$ cat config.mk
export PLATFORM = sky130hd
export DESIGN_NAME = mdu_controller
export DESIGN_NICKNAME = d
export VERILOG_FILES = /design/src/rtl/mdu_controller.sv
export SDC_FILE = /design/constraint.sdc
export NUM_CORES = 2
export LEC_CHECK = 0
export CAP_MARGIN = 20
export CORE_ASPECT_RATIO = 0.6
export CORE_MARGIN = 2
export CORE_UTILIZATION = 59
export CTS_BUF_LIST = sky130_fd_sc_hd__clkbuf_16
export DETAILED_ROUTE_END_ITERATION = 7
export PLACE_DENSITY = 0.8
export RECOVER_POWER = 25
export SYNTH_ARGS = -nofsm -noshare
export SYNTH_HDL_FRONTEND = slang
export SYNTH_SLANG_ARGS = --single-unit
$ cat constraint.sdc
create_clock -name clk -period 4.3 [get_ports clk]
set_input_delay 0.86 -clock clk [delete_from_list [all_inputs] [get_ports clk]]
set_output_delay 0.86 -clock clk [all_outputs]
set_load 0.005 [all_outputs]
$ cat src/rtl/mdu_controller.sv
// Iterative 32-bit multiply/divide sequencer that owns the HI/LO registers.
// Optional MDU_FAST_MUL_EN: single-cycle multiplier for MULT/MULTU; divides stay iterative.
module mdu_controller (
  input  logic        clk,
  input  logic        rst,
  input  logic [2:0]  mduOpE,
  input  logic        mduStartE,
  input  logic [31:0] srcAE,
  input  logic [31:0] srcBE,
  input  logic        hiloUseD,
  input  logic        flushE,
  output logic [31:0] hiOut,
  output logic [31:0] loOut,
  output logic        mduBusy,
  output logic        mduStall,
  output logic        mduDone
);

  localparam int unsigned XLEN  = 32;
  localparam int unsigned CNT_W = 5;

  localparam logic [2:0] OP_MULT  = 3'd1;
  localparam logic [2:0] OP_MULTU = 3'd2;
  localparam logic [2:0] OP_DIV   = 3'd3;
  localparam logic [2:0] OP_DIVU  = 3'd4;
  localparam logic [2:0] OP_MTHI  = 3'd5;
  localparam logic [2:0] OP_MTLO  = 3'd6;

  localparam logic [CNT_W-1:0] LAST_CNT = CNT_W'(XLEN - 1);

`ifdef MDU_FAST_MUL_EN
  localparam bit FAST_MUL = 1'b1;
`else
  localparam bit FAST_MUL = 1'b0;
`endif

  typedef enum logic [1:0] {S_IDLE, S_CALC, S_FIX} state_e;

  state_e            state_q, state_d;
  logic [CNT_W-1:0]  cnt_q, cnt_d;
  logic [XLEN-1:0]   opa_q, opa_d;   // multiplicand or divisor
  logic [XLEN-1:0]   opb_q, opb_d;   // multiplier, shifted left each step
  logic [2*XLEN-1:0] acc_q, acc_d;   // product, or {remainder, dividend/quotient}
  logic              is_div_q, is_div_d;
  logic              neg_q_q, neg_q_d;
  logic              neg_r_q, neg_r_d;
  logic [XLEN-1:0]   hi_q, hi_d;
  logic [XLEN-1:0]   lo_q, lo_d;
  logic              done_q, done_d;
  logic              busy_q, busy_d;

  logic              is_signed_c, is_mul_c, is_div_c, accept_c;
  logic [XLEN-1:0]   abs_a_c, abs_b_c;
  logic [2*XLEN-1:0] mul_next_c, fast_prod_c, fast_res_c, prod_fix_c;
  logic [XLEN:0]     div_trial_c, div_rem_c;
  logic              div_ge_c;
  logic [2*XLEN-1:0] div_next_c;

  // Operand decode and sign handling for the issuing instruction
  always_comb begin
    is_signed_c = (mduOpE == OP_MULT) || (mduOpE == OP_DIV);
    is_mul_c    = (mduOpE == OP_MULT) || (mduOpE == OP_MULTU);
    is_div_c    = (mduOpE == OP_DIV)  || (mduOpE == OP_DIVU);
    accept_c    = mduStartE && !flushE && (state_q == S_IDLE);
    abs_a_c     = (is_signed_c && srcAE[XLEN-1]) ? -srcAE : srcAE;
    abs_b_c     = (is_signed_c && srcBE[XLEN-1]) ? -srcBE : srcBE;
    fast_prod_c = (2*XLEN)'(abs_a_c) * (2*XLEN)'(abs_b_c);
    fast_res_c  = (is_signed_c && (srcAE[XLEN-1] ^ srcBE[XLEN-1])) ? -fast_prod_c : fast_prod_c;
  end

  // One shift-add or restoring-divide iteration
  always_comb begin
    mul_next_c  = {acc_q[2*XLEN-2:0], 1'b0} +
                  (opb_q[XLEN-1] ? (2*XLEN)'(opa_q) : (2*XLEN)'(0));
    div_trial_c = {acc_q[2*XLEN-1:XLEN], acc_q[XLEN-1]};
    div_ge_c    = div_trial_c >= {1'b0, opa_q};
    div_rem_c   = div_ge_c ? (div_trial_c - {1'b0, opa_q}) : div_trial_c;
    div_next_c  = {div_rem_c[XLEN-1:0], acc_q[XLEN-2:0], div_ge_c};
    prod_fix_c  = neg_q_q ? -acc_q : acc_q;
  end

  // Next-state and register updates
  always_comb begin
    state_d  = state_q;
    cnt_d    = cnt_q;
    opa_d    = opa_q;
    opb_d    = opb_q;
    acc_d    = acc_q;
    is_div_d = is_div_q;
    neg_q_d  = neg_q_q;
    neg_r_d  = neg_r_q;
    hi_d     = hi_q;
    lo_d     = lo_q;
    done_d   = 1'b0;

    case (state_q)
      S_IDLE: begin
        if (accept_c) begin
          if (is_div_c || (is_mul_c && !FAST_MUL)) begin
            state_d  = S_CALC;
            cnt_d    = '0;
            is_div_d = is_div_c;
            neg_q_d  = is_signed_c && (srcAE[XLEN-1] ^ srcBE[XLEN-1]);
            neg_r_d  = is_signed_c && srcAE[XLEN-1];
            if (is_div_c) begin
              opa_d = abs_b_c;
              opb_d = '0;
              acc_d = (2*XLEN)'(abs_a_c);
            end else begin
              opa_d = abs_a_c;
              opb_d = abs_b_c;
              acc_d = '0;
            end
          end else if (is_mul_c) begin
            hi_d   = fast_res_c[2*XLEN-1:XLEN];
            lo_d   = fast_res_c[XLEN-1:0];
            done_d = 1'b1;
          end else if (mduOpE == OP_MTHI) begin
            hi_d = srcAE;
          end else if (mduOpE == OP_MTLO) begin
            lo_d = srcAE;
          end
        end
      end
      S_CALC: begin
        if (flushE) begin
          state_d = S_IDLE;
        end else begin
          cnt_d = cnt_q + CNT_W'(1);
          acc_d = is_div_q ? div_next_c : mul_next_c;
          opb_d = {opb_q[XLEN-2:0], 1'b0};
          if (cnt_q == LAST_CNT) state_d = S_FIX;
        end
      end
      S_FIX: begin
        state_d = S_IDLE;
        if (!flushE) begin
          done_d = 1'b1;
          if (is_div_q) begin
            lo_d = neg_q_q ? -acc_q[XLEN-1:0] : acc_q[XLEN-1:0];
            hi_d = neg_r_q ? -acc_q[2*XLEN-1:XLEN] : acc_q[2*XLEN-1:XLEN];
          end else begin
            hi_d = prod_fix_c[2*XLEN-1:XLEN];
            lo_d = prod_fix_c[XLEN-1:0];
          end
        end
      end
      default: state_d = S_IDLE;
    endcase

    busy_d = (state_d != S_IDLE);
  end

  always_ff @(posedge clk or negedge rst) begin
    if (!rst) begin
      state_q  <= S_IDLE;
      cnt_q    <= '0;
      opa_q    <= '0;
      opb_q    <= '0;
      acc_q    <= '0;
      is_div_q <= 1'b0;
      neg_q_q  <= 1'b0;
      neg_r_q  <= 1'b0;
      hi_q     <= '0;
      lo_q     <= '0;
      done_q   <= 1'b0;
      busy_q   <= 1'b0;
    end else begin
      state_q  <= state_d;
      cnt_q    <= cnt_d;
      opa_q    <= opa_d;
      opb_q    <= opb_d;
      acc_q    <= acc_d;
      is_div_q <= is_div_d;
      neg_q_q  <= neg_q_d;
      neg_r_q  <= neg_r_d;
      hi_q     <= hi_d;
      lo_q     <= lo_d;
      done_q   <= done_d;
      busy_q   <= busy_d;
    end
  end

  assign hiOut    = hi_q;
  assign loOut    = lo_q;
  assign mduBusy  = busy_q;
  assign mduDone  = done_q;
  assign mduStall = busy_q & hiloUseD;

endmodule

==> results.cfg, run 1 <==
[synth]
syn_area_per_cell_sq_um = 7.997
synth_area_leaders = fa_1, dfrtp_1, inv_1
synth_warnings = 0
synth.most_common_cell = inv_1
synth_mux_area_share_pct = 0.4269
yosysSeqAreaShare_pct = 13.30
synth_nets = 5659
syn_inst = 4801
synth_adder_area_share_pct = 36.91
synth_top_family_by_area = adder cells
synth-edff-count = 0
synth_flop_cell = dfrtp_1
synth_xor_area_share_pct = 6.615
async_reset_ff_share_pct = 100.0
yosysTopAreaCellShare_pct = 30.14
synthTopCellsByCount = inv_1, nor2_1, fa_1
yosys.area_share.simple_pct = 17.67
post-synth-top-area-cell = fa_1
ys_seq_elements = 204
netlist_area_sq_um = 38400
synth_compound_area_share_pct = 14.82
ys_types = 90

[place]
numPortBuffers = 138
dp.cells = 6274
post-place-ws_ns = -6.408
gp_congestion = 1.104
dp_hpwl_um = 138000
dpl_cell_area_sq_um = 46870

[floorplan]
start_util_pct = 59.61
die_width_um = 333.3
io_pins = 139
die_y_um = 201.6
rows = 72

[clock_network]
root_buffer = clkbuf_16
htreeDepth = 1
cts_buffers = 19
clockBufferDepth = 3
cts_num_sinks = 204

[global_route]
grt_use_total_pct = 70.30
grt_max_degree = 102
grt.overflow.total = 68

[timing]
worstEpCategory = sequential cell input
timing.grt.repair.worst_endpoint = hiOut[4]$_DFFE_PN0P_/D

[status]
lastStage = 5_1_grt
status = did not finish
error_line = [ERROR GRT-0232] Routing congestion too high. Check the congestion heatmap in the GUI.
==> metal layers <==
metal  overflow  GRT usage, %
met5          0         32.84
met4         27         50.13
met1          5         79.48
met3          1         60.97
met2         35         80.06
==> through the flow <==
stage | utilization [%] | hold slack (ns)
after floorplan | - | 0.4503
after global placement | 72.77 | 0.4583
after detailed placement | 72.77 | 0.4643
after CTS | 79.24 | 0.4047
==> repair_timing <==
| action | CTS |
|---|---|
| pin swaps | 247 |
| resized for setup | 661 |
| setup endpoints to repair | 42 |
| cloned | 5 |
| hold buffers | 0 |
| setup buffers | 136 |
==> cell families after synthesis <==
kind of cell / Yosys count
multiplexers: 16
flip-flops: 204
AO/OA/AOI/OAI: 893
AND/OR/NAND/NOR: 1566
buffers and inverters: 1046
adder cells (fa/ha/maj): 786
XOR/XNOR: 290
==> run 2, diff against run 1 <==
- CORE_ASPECT_RATIO: 0.6 -> unset
- CORE_UTILIZATION: 59 -> 40
- CTS_BUF_LIST: sky130_fd_sc_hd__clkbuf_16 -> unset
- PLACE_DENSITY: 0.8 -> unset
- PLACE_DENSITY_LB_ADDON: unset -> 0.15
- clock period: 4.3 -> 5.6 ns (I/O delays scaled with it)
==> results.cfg, run 2 <==
[synth]
synth_flop_cell = dfrtp_1
async_reset_ff_share_pct = 100.0
synth_nets = 5659
syn_area_per_cell_sq_um = 7.997
post-synth-top-area-cell = fa_1
syn_inst = 4801
synth-edff-count = 0
netlist_area_sq_um = 38400
synth.most_common_cell = inv_1
synth_warnings = 0
ys_types = 90
synthTopCellsByCount = inv_1, nor2_1, fa_1
yosysTopAreaCellShare_pct = 30.14
ys_seq_elements = 204
synth_area_leaders = fa_1, dfrtp_1, inv_1
yosysSeqAreaShare_pct = 13.30

[floorplan]
dieArea_sq_um = 98480
die_y_um = 313.8
start_util_pct = 40.41
rows = 113
core-area_sq_um = 95010
io_pins = 139
die_width_um = 313.8

[global_route]
grt.overflow.total = 0
grt_pass1_vias = 37930
antenna_found_initial = 4
grt_max_degree = 109
grt_use_total_pct = 33.99
grt_pass1_wl_um = 248200

[timing]
slew_headroom_pct = -77.16
fin_worst_skew_ns = 0.01915
finalMaxSlewViolations = 207
max_freq_ghz = 0.1047
rsz0062_at_grt = true
tightest_slew_ns = 2.657
period_needed_ns = 9.547
setup_ws_ns = -3.947
setup_viol = 26
fin_crit_sh_pct = 170.5
tns_ns = -76.51
finalHoldViolCount = 0

[drt]
via_count = 37220
wl_um = 168400
drtPass1Iterations = 5
avgViaCountPerCell = 5.447
drt-initial-drc-count = 3359
drc = 0
routedWlPerCell_um = 24.64
drtAntennaViolNets = 0

[cells_and_area]
final_common_cell = buf_4
drive_gt1_share_pct = 27.48
syn2layout_area_growth_pct = 35.96
top_register = acc_q
nets = 6406
largest_reg_flops = 64
final_cell_mix = buf_4, inv_1, nor2_1

[status]
violations = max-capacitance violations, max-slew violations, negative setup slack
status = finished with violations

[critical_path]
crit_type = primary input to register
cp-end-kind = register
r2r_slack_ns = 0.68
timing.critical_path.to = hiOut[4]
critPathLaunchType = primary input
crit_start = srcAE[18]
cp_slowest_stage_delay_ns = 0.55
reg2reg_to = acc_q[53]
cpMostUsedCell = fa_1
rr_worst_depth = 16
slowest_stage = fa_1
crit_required_ns = 6.03
crit_fanout = 5
crit_arrival_ns = 9.97
worstReg2RegStart = opb_q[31]

[place]
gp_congestion = 0.9956
dp_hpwl_um = 138100
numPortBuffers = 138

[min_path]
min_from = hiOut[15]
min_path_type = register to register

[clock_network]
cts_buffers = 22
htreeDepth = 1
cts_tree = built
root_buffer = clkbuf_16
cts_num_sinks = 204
holdBufCountCts = 0
worstSkewPairLatency_ns = 0.55
clockBufferDepth = 3
path_clk_slew_ns = 0.07

[flow_run]
maxCapViolCount = 2
[run 2: cell counts after synthesis]
No cell type changed its count.
[run 2: logic make-up (layout without fill, tap and decap cells)]
group / Yosys count / count (layout) / share of synthesized area (%)
mux: 16 / 16 / 0.4269
compound gates: 893 / 893 / 14.82
xor+xnor: 290 / 290 / 6.615
buf+inv: 1046 / 1809 / 10.25
flops: 204 / 204 / 13.30
fa+ha+maj: 786 / 786 / 36.91
other cells: 0 / 3 / 0
simple gates: 1566 / 1566 / 17.67
[run 2: cell type report]
class,count,area (sq um)
Timing Repair Buffer,1056,9356
Multi-Input combinational cell,3551,32680
Clock inverter,12,163.9
Fill cell,8858,42810
Tap cell,1265,1583
Antenna cell,3,7.507
Sequential cell,204,5106
Inverter,713,2686
Clock buffer,28,623.1
[run 2: worst min path at each step]
stage / to / slack, ns / depth (start not counted)
after floorplan: opb_q[0] / 0.45 / 2
after global placement: hiOut[31] / 0.46 / 2
after detailed placement: hiOut[15] / 0.47 / 2
after CTS: hiOut[15] / 0.49 / 2
after global routing: loOut[2] / 0.51 / 2
final: hiOut[15] / 0.48 / 2
[run 2: per-stage QoR]
stage / util [%] / cells / instance area, sq um / setup WS [ns] / hold slack, ns
2_1_floorplan: - / 4801 / 39010 / -4.050 / 0.4503
3_3_place_gp: 49.49 / 6624 / 47030 / -5.471 / 0.4623
3_5_place_dp: 49.49 / 6624 / 47030 / -5.493 / 0.4717
4_1_cts: 53.50 / 6782 / 50830 / -3.996 / 0.4864
5_1_grt: 54.94 / 6829 / 52200 / -4.214 / 0.5092
6_report: 54.95 / 6832 / 52200 / -3.947 / 0.4797
[run 2: critical path, delay by kind of cell]
kind                     cells  cell delay, ns
AO/OA/AOI/OAI                8            1.21
XOR/XNOR                     2            0.30
adder cells (fa/ha/maj)      9            4.45
buffers and inverters        9            1.31
AND/OR/NAND/NOR              7            1.56
[run 2: metal layers]
| metal | vias up | global-route usage [%] | share of wire, % |
|---|---|---|---|
| met5 | - | 0 | 0.0065 |
| met4 | 2 | 18.14 | 6.7 |
| met3 | 330 | 3.622 | 6.5 |
| met2 | 1419 | 54.48 | 46 |
| met1 | 18620 | 45.39 | 41 |
| li1 | 16840 | - | - |
[run 2: timing repair]
action,4_1_cts,5_1_grt
pin swaps,316,194
buffers inserted,120,54
endpoints found under the setup margin,27,26
cloned,1,1
resized for setup,531,264
Power of run 2 is left out: the tool's default activity adds up to more than one toggle a clock period on the data nets, which glitch-free logic cannot reach.
